**src/rtl/mcp3202_spi_responder_pkg.sv**
```systemverilog
// Shared types and constants for the MCP3202 responder: FSM states, frame field widths, result arithmetic.
// No logic of its own; the result helper is pure combinational arithmetic.
package mcp3202_spi_responder_pkg;

  typedef enum logic [2:0] {
    S_IDLE,
    S_WAIT_START,
    S_CFG,
    S_NULL,
    S_DATA_MSB,
    S_DATA_LSB,
    S_DONE
  } state_t;

  localparam int CFG_BITS         = 3;
  localparam int DATA_BITS        = 12;
  localparam int LSB_TRAILER_BITS = 11;
  localparam int RESULT_W         = DATA_BITS;

  // Differential mode is A-B with A picked by ODD; negative differences clamp to zero.
  function automatic logic [RESULT_W-1:0] calc_result(input logic sgl,
                                                      input logic odd,
                                                      input logic [RESULT_W-1:0] ch0,
                                                      input logic [RESULT_W-1:0] ch1);
    logic [RESULT_W-1:0] a;
    logic [RESULT_W-1:0] b;
    logic [RESULT_W:0]   diff;
    a    = odd ? ch1 : ch0;
    b    = odd ? ch0 : ch1;
    diff = {1'b0, a} - {1'b0, b};
    if (sgl)
      return a;
    if (diff[RESULT_W])
      return '0;
    return diff[RESULT_W-1:0];
  endfunction

endpackage

```
**src/rtl/mcp3202_spi_responder_if.sv**
```systemverilog
// SPI pin bundle between an SPI master and the MCP3202 responder.
// Pure wiring: no latency, no flow control beyond the SPI protocol itself.
interface mcp3202_spi_responder_if;
  logic SCK;
  logic CS;
  logic MOSI;
  logic MISO;
  logic MISO_OE;

  modport master (output SCK, output CS, output MOSI, input MISO, input MISO_OE);
  modport slave  (input SCK, input CS, input MOSI, output MISO, output MISO_OE);
endinterface

```
**src/rtl/mcp3202_spi_responder_spi_pin_sync.sv**
```systemverilog
// Synchronizes SCK/CS/MOSI into clk and derives SCK and CS edge pulses.
// Latency SYNC_STAGES clk from pin to pulse; no backpressure, edges are single-clk pulses.
module spi_pin_sync #(
  parameter int SYNC_STAGES = 2
) (
  input  logic clk,
  input  logic rst_n,
  input  logic sck,
  input  logic cs,
  input  logic mosi,
  output logic mosi_s,
  output logic sck_rise,
  output logic sck_fall,
  output logic cs_rise,
  output logic cs_fall
);

  // Bit order {mosi, cs, sck}; CS resets high so reset release never looks like a frame start.
  localparam logic [2:0] PIN_RST = 3'b010;

  logic [SYNC_STAGES-1:0][2:0] chain;
  logic [1:0]                  prev;
  logic [2:0]                  synced;

  assign synced = chain[SYNC_STAGES-1];

  always_ff @(posedge clk or negedge rst_n) begin
    if (!rst_n) begin
      chain <= {SYNC_STAGES{PIN_RST}};
      prev  <= PIN_RST[1:0];
    end else begin
      chain <= {chain[SYNC_STAGES-2:0], {mosi, cs, sck}};
      prev  <= synced[1:0];
    end
  end

  assign mosi_s   = synced[2];
  assign sck_rise =  synced[0] & ~prev[0];
  assign sck_fall = ~synced[0] &  prev[0];
  assign cs_rise  =  synced[1] & ~prev[1];
  assign cs_fall  = ~synced[1] &  prev[1];

endmodule

```
**src/rtl/mcp3202_spi_responder.sv**
```systemverilog
// MCP3202 ADC SPI slave emulation; MISO follows a pin SCK fall within SYNC_STAGES+1 clk, no backpressure.
// Define MCP3202_LSBF_EN to enable the LSB-first trailer when the master requests MSBF=0.
module mcp3202_spi_responder
  import mcp3202_spi_responder_pkg::*;
#(
  parameter int SYNC_STAGES = 2,
  parameter bit IDLE_MISO   = 1'b0
) (
  input  logic                         clk,
  input  logic                         rst_n,
  mcp3202_spi_responder_if.slave       spi,
  input  logic [DATA_BITS-1:0]         ch0_data,
  input  logic [DATA_BITS-1:0]         ch1_data,
  output logic                         cfg_sgl,
  output logic                         cfg_odd,
  output logic                         cfg_msbf,
  output logic                         sample_strobe,
  output logic                         xfer_done,
  output logic                         frame_err
);

`ifdef MCP3202_LSBF_EN
  localparam bit LSBF_EN = 1'b1;
`else
  localparam bit LSBF_EN = 1'b0;
`endif

  logic mosi_s;
  logic sck_rise;
  logic sck_fall;
  logic cs_rise;
  logic cs_fall;

  spi_pin_sync #(.SYNC_STAGES(SYNC_STAGES)) u_sync (
    .clk      (clk),
    .rst_n    (rst_n),
    .sck      (spi.SCK),
    .cs       (spi.CS),
    .mosi     (spi.MOSI),
    .mosi_s   (mosi_s),
    .sck_rise (sck_rise),
    .sck_fall (sck_fall),
    .cs_rise  (cs_rise),
    .cs_fall  (cs_fall)
  );

  state_t               state;
  logic [3:0]           bit_cnt;
  logic [DATA_BITS-1:0] shreg;
  logic                 miso_q;
  logic                 miso_oe_q;

  assign spi.MISO    = miso_q;
  assign spi.MISO_OE = miso_oe_q;

  always_ff @(posedge clk or negedge rst_n) begin
    if (!rst_n) begin
      state         <= S_IDLE;
      bit_cnt       <= '0;
      shreg         <= '0;
      miso_q        <= 1'b0;
      miso_oe_q     <= 1'b0;
      cfg_sgl       <= 1'b0;
      cfg_odd       <= 1'b0;
      cfg_msbf      <= 1'b0;
      sample_strobe <= 1'b0;
      xfer_done     <= 1'b0;
      frame_err     <= 1'b0;
    end else begin
      sample_strobe <= 1'b0;
      xfer_done     <= 1'b0;
      frame_err     <= 1'b0;
      // CS release outranks any SCK edge arriving in the same cycle.
      if (cs_rise && state != S_IDLE) begin
        state     <= S_IDLE;
        miso_oe_q <= 1'b0;
        miso_q    <= IDLE_MISO;
        xfer_done <= (state == S_DONE);
        frame_err <= (state == S_CFG) || (state == S_NULL) ||
                     (state == S_DATA_MSB) || (state == S_DATA_LSB);
      end else begin
        case (state)
          S_IDLE: begin
            if (cs_fall) begin
              state     <= S_WAIT_START;
              miso_oe_q <= 1'b1;
              miso_q    <= IDLE_MISO;
            end
          end
          S_WAIT_START: begin
            if (sck_rise && mosi_s) begin
              state   <= S_CFG;
              bit_cnt <= '0;
            end
          end
          S_CFG: begin
            if (sck_rise) begin
              bit_cnt <= bit_cnt + 4'd1;
              if (bit_cnt == 4'd0) begin
                cfg_sgl <= mosi_s;
              end else if (bit_cnt == 4'd1) begin
                cfg_odd <= mosi_s;
              end else if (bit_cnt == 4'(CFG_BITS - 1)) begin
                cfg_msbf      <= mosi_s;
                shreg         <= calc_result(cfg_sgl, cfg_odd, ch0_data, ch1_data);
                sample_strobe <= 1'b1;
                state         <= S_NULL;
              end
            end
          end
          S_NULL: begin
            if (sck_fall) begin
              miso_q  <= 1'b0;
              bit_cnt <= '0;
              state   <= S_DATA_MSB;
            end
          end
          S_DATA_MSB: begin
            // Rotate rather than shift so the result is intact for the LSB-first trailer.
            if (sck_fall) begin
              miso_q  <= shreg[DATA_BITS-1];
              shreg   <= {shreg[DATA_BITS-2:0], shreg[DATA_BITS-1]};
              bit_cnt <= bit_cnt + 4'd1;
              if (bit_cnt == 4'(DATA_BITS - 1)) begin
                bit_cnt <= '0;
                state   <= (cfg_msbf || !LSBF_EN) ? S_DONE : S_DATA_LSB;
              end
            end
          end
          S_DATA_LSB: begin
            if (sck_fall) begin
              miso_q  <= shreg[1];
              shreg   <= {shreg[0], shreg[DATA_BITS-1:1]};
              bit_cnt <= bit_cnt + 4'd1;
              if (bit_cnt == 4'(LSB_TRAILER_BITS - 1))
                state <= S_DONE;
            end
          end
          S_DONE: begin
            if (sck_fall)
              miso_q <= IDLE_MISO;
          end
          default: state <= S_IDLE;
        endcase
      end
    end
  end

endmodule

```
**src/flat_wrapper.sv**
```systemverilog
// flat-port wrapper written by rule: the top's interface ports become plain ports
module mcp3202_spi_responder_flat import mcp3202_spi_responder_pkg::*;
#(
  parameter int SYNC_STAGES = 2,
  parameter bit IDLE_MISO   = 1'b0
)
  (clk, rst_n, ch0_data, ch1_data, cfg_sgl, cfg_odd, cfg_msbf, sample_strobe, xfer_done, frame_err, spi_SCK, spi_CS, spi_MOSI, spi_MISO, spi_MISO_OE);
  mcp3202_spi_responder_if spi_i ();
  input  logic clk;
  input  logic rst_n;
  input  logic [DATA_BITS-1:0] ch0_data;
  input  logic [DATA_BITS-1:0] ch1_data;
  output logic cfg_sgl;
  output logic cfg_odd;
  output logic cfg_msbf;
  output logic sample_strobe;
  output logic xfer_done;
  output logic frame_err;
  input wire logic [$bits(spi_i.SCK)-1:0] spi_SCK;
  input wire logic [$bits(spi_i.CS)-1:0] spi_CS;
  input wire logic [$bits(spi_i.MOSI)-1:0] spi_MOSI;
  output wire logic [$bits(spi_i.MISO)-1:0] spi_MISO;
  output wire logic [$bits(spi_i.MISO_OE)-1:0] spi_MISO_OE;
  assign spi_i.SCK = spi_SCK;
  assign spi_i.CS = spi_CS;
  assign spi_i.MOSI = spi_MOSI;
  assign spi_MISO = spi_i.MISO;
  assign spi_MISO_OE = spi_i.MISO_OE;
  mcp3202_spi_responder #(.SYNC_STAGES(SYNC_STAGES), .IDLE_MISO(IDLE_MISO)) u_core (.clk(clk), .rst_n(rst_n), .spi(spi_i), .ch0_data(ch0_data), .ch1_data(ch1_data), .cfg_sgl(cfg_sgl), .cfg_odd(cfg_odd), .cfg_msbf(cfg_msbf), .sample_strobe(sample_strobe), .xfer_done(xfer_done), .frame_err(frame_err));
endmodule
```
**config.mk**
```make
export PLATFORM = sky130hd
export DESIGN_NAME = mcp3202_spi_responder_flat
export DESIGN_NICKNAME = d
export VERILOG_FILES = /design/src/rtl/mcp3202_spi_responder_pkg.sv /design/src/rtl/mcp3202_spi_responder_if.sv /design/src/rtl/mcp3202_spi_responder_spi_pin_sync.sv /design/src/rtl/mcp3202_spi_responder.sv /design/src/flat_wrapper.sv
export SDC_FILE = /design/constraint.sdc
export NUM_CORES = 1
export LEC_CHECK = 0
export CAP_MARGIN = 20
export CORE_ASPECT_RATIO = 0.5
export CORE_UTILIZATION = 56
export DETAILED_ROUTE_END_ITERATION = 8
export GPL_TIMING_DRIVEN = 0
export PLACE_DENSITY = 0.81
export SETUP_SLACK_MARGIN = 0.1
export SYNTH_ARGS = -nofsm -noshare
export SYNTH_HDL_FRONTEND = slang
export SYNTH_SLANG_ARGS = --single-unit
```
**constraint.sdc**
```tcl
create_clock -name clk -period 4.7 [get_ports clk]
set_clock_uncertainty 0.15 [all_clocks]
set_input_delay 1.175 -clock clk [delete_from_list [all_inputs] [get_ports clk]]
set_output_delay 1.175 -clock clk [all_outputs]
set_load 0.05 [all_outputs]
```
=== Yosys cells after proc, flatten, opt, wreduce, memory -nomap -nowiden ===
Cells that the tools add are included.

* $add $sub $neg: 2
* Eq/ne operators: 31
* Muxes and demuxes: 65
* Bitwise gates (word level): 11
* Reduce and logical (&&, ||, !) cells: 22

{| class="wikitable"
|+ Operators by type and width
! operator !! number
|-
| $mux W12 || 12
|-
| $mux W3 || 12
|-
| $pmux W12 S3 || 1
|-
| $mux W1 || 31
|-
| $mux W4 || 6
|-
| $ne A3 B1 Y1 const B || 7
|-
| $pmux W3 S7 || 1
|-
| $pmux W4 S5 || 1
|-
| $ne A3 B2 Y1 const B || 5
|-
| $sub A12 B12 Y13 || 1
|-
| $ne A2 B1 Y1 const B || 6
|-
| $reduce_and A12 Y1 || 1
|-
| $reduce_and A5 Y1 || 2
|-
| $reduce_bool A5 Y1 || 2
|-
| $eq A3 B3 Y1 const B || 3
|-
| $eq A4 B4 Y1 const B || 2
|-
| $reduce_and A8 Y1 || 1
|-
| $not A1 Y1 || 7
|-
| $reduce_and A7 Y1 || 1
|-
| $eq A3 B2 Y1 const B || 2
|-
| $ne A2 B2 Y1 const B || 3
|-
| $reduce_and A6 Y1 || 1
|-
| $reduce_bool A3 Y1 || 2
|-
| $add A4 B1 Y4 const B || 1
|-
| 13 further kinds || 20
|}

* Bits in registers: 35
* Bits of input ports: 29
* Word-level logic and storage cells: 145

=== Logic depth before layout (Yosys ltp) ===
Gate-level depths: netlist of run 1.

* Depth after elaboration: 21
* Gate-level depth with buffers: 14
* Mapped depth without buffers: 11

=== Cells and area by module ===
From an unflattened synthesis of run 1, not the netlist that was laid out.

* Cells, all modules: 331
* Area total of the unflattened synthesis: 2990.4 µm²

{| class="wikitable"
|+ By module, submodules not included
! module !! instances !! cells an instance !! area each (µm²) !! seq. area each (µm²)
|-
| mcp3202_spi_responder || 1 || 319 || 2751.4 || 675.6
|-
| spi_pin_sync || 1 || 12 || 239.0 || 203.9
|}

=== Worst setup path before layout of run 1 ===
No wires, ideal clock.

* Path type: reg-to-reg
* Start: reg u_core.cfg_odd
* End: reg u_core.shreg[8]
* Arrival time: 3486 ps
* Required time: 4469 ps
* Slack: 983 ps
* Stages on the path, launching flop included: 14
* Path buffers: 4
* Clock period less this slack: 3717 ps
* Cell sequence: dfrtp_1 -> clkbuf_1 -> buf_1 -> buf_2 -> mux2i_1 -> fa_1 -> a211oi_1 -> nor2_2 -> o22ai_2 -> or4_4 -> a21oi_2 -> buf_6 -> nand2_1 -> a31oi_2

* Cells in the longest elaborated chain, start to end: 17

{| class="wikitable"
|+ RTL lines
! element !! line !! text
|-
| start: declaration || mcp3202_spi_responder.sv:15 || <nowiki>output logic cfg_odd,</nowiki>
|-
| start signal: assignment || mcp3202_spi_responder.sv:102 || <nowiki>cfg_odd <= mosi_s;</nowiki>
|-
| $mux W12 (on tied branches) || mcp3202_spi_responder_pkg.sv:28, mcp3202_spi_responder_pkg.sv:29 ||
|-
| $sub A12 B12 Y13 || mcp3202_spi_responder_pkg.sv:30 || <nowiki>diff = {1'b0, a} - {1'b0, b};</nowiki>
|-
| $mux W1 (2 in series) || mcp3202_spi_responder_pkg.sv:33 || <nowiki>if (diff[RESULT_W])</nowiki>
|-
| $mux W1 || mcp3202_spi_responder.sv:103 || <nowiki>end else if (bit_cnt == 4'(CFG_BITS - 1)) begin</nowiki>
|-
| $mux W1 || mcp3202_spi_responder.sv:101 || <nowiki>end else if (bit_cnt == 4'd1) begin</nowiki>
|-
| $mux W1 || mcp3202_spi_responder.sv:99 || <nowiki>if (bit_cnt == 4'd0) begin</nowiki>
|-
| $mux W1 || mcp3202_spi_responder.sv:97 || <nowiki>if (sck_rise) begin</nowiki>
|-
| $mux W1 || mcp3202_spi_responder.sv:82 || <nowiki>case (state)</nowiki>
|-
| $mux W1 || mcp3202_spi_responder.sv:74 || <nowiki>if (cs_rise && state != S_IDLE) begin</nowiki>
|-
| $mux W12 || mcp3202_spi_responder_pkg.sv:35 || <nowiki>return diff[RESULT_W-1:0];</nowiki>
|-
| $mux W12 * || mcp3202_spi_responder_pkg.sv:33 ||
|-
| $mux W12 * || mcp3202_spi_responder.sv:103 ||
|-
| $mux W12 * || mcp3202_spi_responder.sv:101 ||
|-
| $mux W12 * || mcp3202_spi_responder.sv:99 ||
|-
| $mux W12 * || mcp3202_spi_responder.sv:97 ||
|-
| $pmux W12 S3 * || mcp3202_spi_responder.sv:82 ||
|-
| end signal: assignment || mcp3202_spi_responder.sv:105 || <nowiki>shreg <= calc_result(cfg_sgl, cfg_odd, ch0_data, ch1_data);</nowiki>
|-
| end signal: assignment || mcp3202_spi_responder.sv:122 || <nowiki>shreg <= {shreg[DATA_BITS-2:0], shreg[DATA_BITS-1]};</nowiki>
|-
| end signal: assignment || mcp3202_spi_responder.sv:133 || <nowiki>shreg <= {shreg[0], shreg[DATA_BITS-1:1]};</nowiki>
|-
| end: declaration || mcp3202_spi_responder.sv:49 || <nowiki>logic [DATA_BITS-1:0] shreg;</nowiki>
|}

Every way passes the cells marked *; elsewhere a longest branch is shown, timed or not. The select of a mux whose other input is x is not followed.
A chain may end at the register's enable or synchronous reset.

=== Worst setup path in the final report of run 1 ===
Same ends and word-level chain as after synthesis.

==> results of run 1 <==
stage by stage:
stage | setup WS (ns) | instances | instance area, um^2 | hold WS, ns
global placement | 0.613 | 408 | 3150 | 0.183
finish | 0.446 | 416 | 3250 | 0.209
CTS | 0.497 | 416 | 3250 | 0.209
floorplan | 0.983 | 307 | 2710 | 0.181
detailed placement | 0.532 | 408 | 3140 | 0.196
global route | 0.188 | 416 | 3250 | 0.209
logic make-up (layout without fill, tap and decap cells):
logic type               after synthesis  after routing  synth area share
AO/OA/AOI/OAI                         83             83             0.187
adder cells (fa/ha/maj)               16             16            0.0766
multiplexers                          41             41             0.158
flip-flops                            35             35             0.324
buffers and inverters                 21             64            0.0341
AND/OR/NAND/NOR                      101            101             0.187
XOR/XNOR                              10             10            0.0323
flip-flops by register name, indices dropped and copies added, names as in the netlist:
| signal | flops |
|---|---|
| u_core.cfg_msbf | 1 |
| u_core.sample_strobe | 1 |
| u_core.u_sync.prev | 2 |
| u_core.bit_cnt | 4 |
| u_core.cfg_sgl | 1 |
| u_core.shreg | 12 |
| u_core.spi.MISO_OE | 1 |
| u_core.state | 3 |
| u_core.xfer_done | 1 |
| u_core.u_sync.synced | 3 |
| u_core.u_sync.chain | 3 |
| u_core.frame_err | 1 |
| u_core.cfg_odd | 1 |
| u_core.spi.MISO | 1 |
synth_stat cells (all sizes together) (2+ instances only):
master	number
o21ai	31
ha	15
a21boi	2
a31oi	10
xnor2	6
nand4	3
xor2	4
clkbuf	8
nand2b	7
or3	2
nand3b	4
mux2i	26
nor3	2
mux2	15
nand2	32
o31a	2
a21oi	22
buf	6
nor2b	7
o22ai	3
nor2	19
dfstp	3
a22oi	2
inv	7
dfrtp	32
o21a	3
nand3	19
cell type report:
| class | instances | area (um^2) |
|---|---|---|
| inverters | 7 | 26.3 |
| well taps | 66 | 82.6 |
| plain buffers | 14 | 66.3 |
| fillers | 340 | 1280 |
| clock buffers | 5 | 68.8 |
| repair buffers | 35 | 345 |
| flip-flops and latches | 35 | 880 |
| clock inverters | 3 | 43.8 |
| multi-input cells | 251 | 1740 |
worst max-delay path, stage by stage, from the launching register on:
cell and delay, ns:
dfrtp_1 0.35, clkbuf_1 0.44, buf_1 0.61, buf_2 0.44, mux2i_1 0.34, fa_1 0.31, a211oi_1 0.11, nor2_2 0.17
o22ai_2 0.13, or4_4 0.44, a21oi_2 0.26, buf_6 0.18, nand2_1 0.07, a31oi_2 0.16
metal layers:
metal  global-route usage  vias to the layer above  share of wire
li1                     -                     1198              -
met1                0.346                     1214           0.46
met2                0.473                       90           0.48
met3               0.0547                       18          0.046
met4                0.101                        0          0.016
met5                    0                        -              0
worst max-delay path by stage:
stage	slack, ns	cells past startpoint	start	end
finish	0.45	13	u_core.cfg_odd	u_core.shreg[8]
global route	0.19	13	u_core.cfg_odd	u_core.shreg[8]
CTS	0.50	13	u_core.cfg_odd	u_core.shreg[8]
detailed placement	0.53	13	u_core.cfg_odd	u_core.shreg[8]
global placement	0.61	13	u_core.cfg_odd	u_core.shreg[8]
floorplan	0.98	13	u_core.cfg_odd	u_core.shreg[8]
where the power goes:
group	internal, uW	switching, uW	leakage [uW]	total, uW
Clock	158	119	0.0000581	277
Sequential	347	47.1	0.000414	394
Combinational	263	385	0.000794	648
Total	767	551	0.00127	1320
==> qor.txt, run 1 <==
Worst EP arrival = 4.32 ns
Yosys warnings = 0
Measured slew at the worst slew-check pin = 0.745 ns
Area growth syn-to-layout = 19.9%
Final wirelength = 6.59 mm
Largest net degree at the start of global routing = 36
Die area = 5140 um^2
Clk_lat worst skew = 0.30 ns
Drt drc = 0
Routed WL per cell = 15.9 um
Clock sink count = 35
Clock Path Buffers = 2
Post-CTS Setup Inserts = 0
CTS root buffer = clkbuf_8
Global route overflow = 0
First drt pass iteration count = 5
Final Net Count = 394
Post-synthesis register bit count = 35
Rel. slew slack = 0.504
First-iteration detailed-routing DRC count = 157
TritonCTS Buffers = 5
Worst hold path endpoint = u_core.u_sync.synced[1]
Async SR Flop Fraction = 1.00
Top cell type's share of synthesized area = 0.295
Vias in the first global route = 2384
PortBufs = 35
Pwr per Cell Area = 405 nW/um^2
CTS tree = yes
Hold crit path type = reg2reg
Starting Density = 0.599
Worst-path clk slew = 0.07 ns
Global-route wire length before repair = 10.8 mm
Post-synthesis cell type count = 51
Vias per std cell = 6.06
Lkg Pwr = 0.00127 uW
Die Wd = 100 um
Worst hold stages = 0
Core Util, Final = 0.718
Reg-to-Reg Start = u_core.cfg_odd
Io pins = 37
Max_cap viols = 0
Number of antenna violations at the first check in global routing = 0
Post-synth EDFFs = 0
Worst Path Max Fanout = 10
Synth Instances = 307
Most common cell after layout, fill and taps aside = clkdlybuf4s50_1
CTS resizes = 0
Finish-stage setup viols = 0
Worst R2R Setup Slack = 0.45 ns
RePlAce Congestion = 0.919
RSZ-0062 raised after global routing = false
FMAX = 235 MHz
Hold buffers post-CTS = 0
Die height = 51.2 um
Syn_nets = 352
Htree depth = 2
Kind of critical path = reg2reg
Sequential area share after synthesis = 0.324
Tot Pwr = 1320 uW
Synth top area cells = dfrtp_1 (30%), mux2i_1 (9.6%), ha_1 (6.9%)
Post-route ant nets = 0
Final hold violation count = 0
Syn Std Cell Area = 2710 um^2
Top FF cell, synth = dfrtp_1
Syn avg cell area = 8.84 um^2
Worst Reg-to-Reg Cells = 13
Status = finished clean
CP startpoint kind = register
Core ar. = 4530 um^2
Reg-to-reg endpoint = u_core.shreg[8]
HPWL after detailed placement = 4.82 mm
Peak VDD IR = 0.000170 V
Post-layout min period = 4.25 ns
Vias post-DR = 2520
Synth area leader = dfrtp_1
WP data required = 4.77 ns
Final period util = 0.905
Worst setup EP type = register
Setup TNS = 0 ns
Slew Viols, Final = 0
Gr usage total = 0.274
Hold Path Origin = u_core.u_sync.chain[1]
N_diodes = 0
Most frequent cells in the layout = clkdlybuf4s50_1 (34), nand2_1 (32), dfrtp_1 (32)
Num rows = 17
Layout cells sized above 1 = 0.120
Power figures use the tool's default switching activity.
==> inputs of run 2 (changes only) <==
--- a/config.mk
+++ b/config.mk
@@ -7,10 +7,10 @@
 export LEC_CHECK = 0
 export CAP_MARGIN = 20
 export CORE_ASPECT_RATIO = 0.5
-export CORE_UTILIZATION = 56
+export CORE_UTILIZATION = 58
 export DETAILED_ROUTE_END_ITERATION = 8
 export GPL_TIMING_DRIVEN = 0
-export PLACE_DENSITY = 0.81
+export PLACE_DENSITY = 0.84
 export SETUP_SLACK_MARGIN = 0.1
 export SYNTH_ARGS = -nofsm -noshare
 export SYNTH_HDL_FRONTEND = slang
==> constraint.sdc (replaced) <==
create_clock -name clk -period 5.3 [get_ports clk]
set_clock_uncertainty 0.15 [all_clocks]
set_input_delay 1.325 -clock clk [delete_from_list [all_inputs] [get_ports clk]]
set_output_delay 1.325 -clock clk [all_outputs]
set_load 0.05 [all_outputs]
==> run 2 against run 1 <==
  * Critical path depth unchanged
  * Setup slack gained 0.72 ns
  * Maximum frequency rose by 2.8%
  * Routed wire length decreased by 6.7%
  * Via count down 3.0%
  * Die area fell by 3.3%
  * Non-clock buffer count did not move
  * Utilization rose by 1.2 points
  * Clock-buffer cell count grew 1
  * Sequential power decreased by 11%
  * Sequential share of layout area is 0.052 points higher
  * Register-to-register slack gained 0.72 ns
  * Critical endpoint is now u_core.shreg[2]
  * Largest power group unchanged
==> qor.txt, run 2 (same netlist as run 1, synthesis figures left out) <==
Status = finished clean
TritonCTS Buffers = 5 (unchanged)
Rel. slew slack = 0.501 (-0.00226)
Setup TNS = 0 ns (unchanged)
Core ar. = 4450 um^2 (-1.9%)
CTS resizes = 0 (unchanged)
Io pins = 37 (unchanged)
Final Net Count = 394 (unchanged)
Starting Density = 0.610 (+0.0115)
Gr usage total = 0.270 (-0.00452)
Filler instances = 334 (-1.8%)
Die Wd = 98.7 um (-1.7%)
Num rows = 17 (unchanged)
Routed WL per cell = 15.1 um (-4.6%)
HPWL after detailed placement = 4.69 mm (-2.8%)
Global-route wire length before repair = 10.3 mm (-4.4%)
Register bank with the most flops = u_core.shreg
RePlAce Congestion = 0.914 (-0.46%)
Global route overflow = 0 (unchanged)
Worst EP arrival = 4.20 ns (-0.12 ns)
RSZ-0062 raised after global routing = false
Final wirelength = 6.15 mm (-6.7%)
Tot Pwr = 1170 uW (-11%)
CP startpoint kind = register
FMAX = 242 MHz (+2.8%)
Finish-stage setup viols = 0 (unchanged)
Htree depth = 2 (unchanged)
Hold crit path type = reg2reg
Fin cells = 407 (-2.2%)
Die area = 4970 um^2 (-3.3%)
Area growth syn-to-layout = 19.7%
Vias per std cell = 6.00 (-0.87%)
First-iteration detailed-routing DRC count = 164 (+4.5%)
Drt drc = 0 (unchanged)
Placed Cells = 399 (-2.2%)
Max reg flops = 12 (unchanged)
First drt pass iteration count = 7 (+2)
Die height = 50.4 um (-1.7%)
Largest net degree at the start of global routing = 36 (unchanged)
Clk_lat worst skew = 0.30 ns (about the same)
WP data required = 5.36 ns (+0.59 ns)
Kind of critical path = reg2reg
Pwr per Cell Area = 360 nW/um^2 (-11%)
Regs by FF count = u_core.shreg: 12 flops, u_core.bit_cnt: 4 flops
Post-CTS Setup Inserts = 0 (unchanged)
Max_cap viols = 0 (unchanged)
Vias post-DR = 2444 (-3.0%)
Measured slew at the worst slew-check pin = 0.748 ns (+0.00340 ns)
N_diodes = 0 (unchanged)
Most common cell after layout, fill and taps aside = clkdlybuf4s50_1
CTS root buffer = clkbuf_8
Final hold violation count = 0 (unchanged)
Post-layout min period = 4.14 ns (-0.115 ns)
Seq. cell area = 880 um^2 (unchanged)
Peak VDD IR = 0.000142 V (-17%)
Worst-path clk slew = 0.07 ns (about the same)
Post-route ant nets = 0 (unchanged)
Final period util = 0.781 (-0.124)
Most frequent cells in the layout = clkdlybuf4s50_1 (34), nand2_1 (32), dfrtp_1 (32)
Worst Path Max Fanout = 10 (unchanged)
CTS tree = yes
Vias in the first global route = 2210 (-7.3%)
Lkg Pwr = 0.00127 uW (+0.24%)
Clock Path Buffers = 2 (unchanged)
Worst setup EP type = register
Slew Viols, Final = 0 (unchanged)
Clock sink count = 35 (unchanged)
Area of the multi-input gates = 1740 um^2 (unchanged)
PortBufs = 35 (unchanged)
Number of antenna violations at the first check in global routing = 0 (unchanged)
Hold buffers post-CTS = 0 (unchanged)
Layout cells sized above 1 = 0.120 (unchanged)
## run 2: cell count changes in the layout (fill, tap and decap cells not counted)
cell / delta
clkinv_4: -1
clkbuf_8: +1
## run 2: final timing paths
kind                            slack (ns)              startpoint  depth (start not counted)                      end
worst min-delay path                  0.20  u_core.u_sync.chain[0]                          0  u_core.u_sync.synced[0]
min in group asynchronous             0.94                   rst_n                          1       u_core.spi.MISO_OE
worst max-delay path                  1.16          u_core.cfg_odd                         13          u_core.shreg[2]
max in group asynchronous             3.57                   rst_n                          1          u_core.shreg[7]
worst max register to register        1.16          u_core.cfg_odd                         13          u_core.shreg[2]
worst min register to register        0.20  u_core.u_sync.chain[0]                          0  u_core.u_sync.synced[0]
## run 2: power breakdown
part,total [uW],switching (uW),internal [uW]
clock network,250,98.3,152
registers,349,41.0,308
logic,569,336,233
## run 2: layout make-up
class | instances | area share
clock inverters | 2 | 0.0108
flip-flops and latches | 35 | 0.271
plain buffers | 14 | 0.0204
multi-input cells | 251 | 0.536
well taps | 57 | 0.0220
inverters | 7 | 0.00809
clock buffers | 6 | 0.0254
repair buffers | 35 | 0.106
## run 2: per-stage QoR
step	worst slack [ns]	hold WS, ns	util	area (um^2)
2_1_floorplan	1.58	0.181	-	2710
5_1_grt	0.899	0.203	0.730	3250
3_3_place_gp	1.04	0.183	0.705	3130
4_1_cts	1.14	0.197	0.730	3250
6_report	1.16	0.201	0.730	3250
3_5_place_dp	0.988	0.187	0.704	3130
## run 2: routing by layer
| layer | up-vias | wire length, um | global-route usage |
|---|---|---|---|
| met4 | 0 | 136 | 0.0995 |
| met1 | 1148 | 2910 | 0.349 |
| li1 | 1203 | - | - |
| met5 | - | 0 | 0 |
| met2 | 80 | 2710 | 0.453 |
| met3 | 13 | 397 | 0.0557 |
## run 2: worst max-delay path, cell delays in order, from the launching register on
cell and delay [ns]:
dfrtp_1 0.34, clkbuf_1 0.42, buf_1 0.55, buf_2 0.44
mux2i_1 0.35, fa_1 0.30, a211oi_1 0.11, nor2_2 0.18
o22ai_2 0.13, or4_4 0.43, a21oi_2 0.25, buf_6 0.18
nand2_1 0.06, a31oi_1 0.17
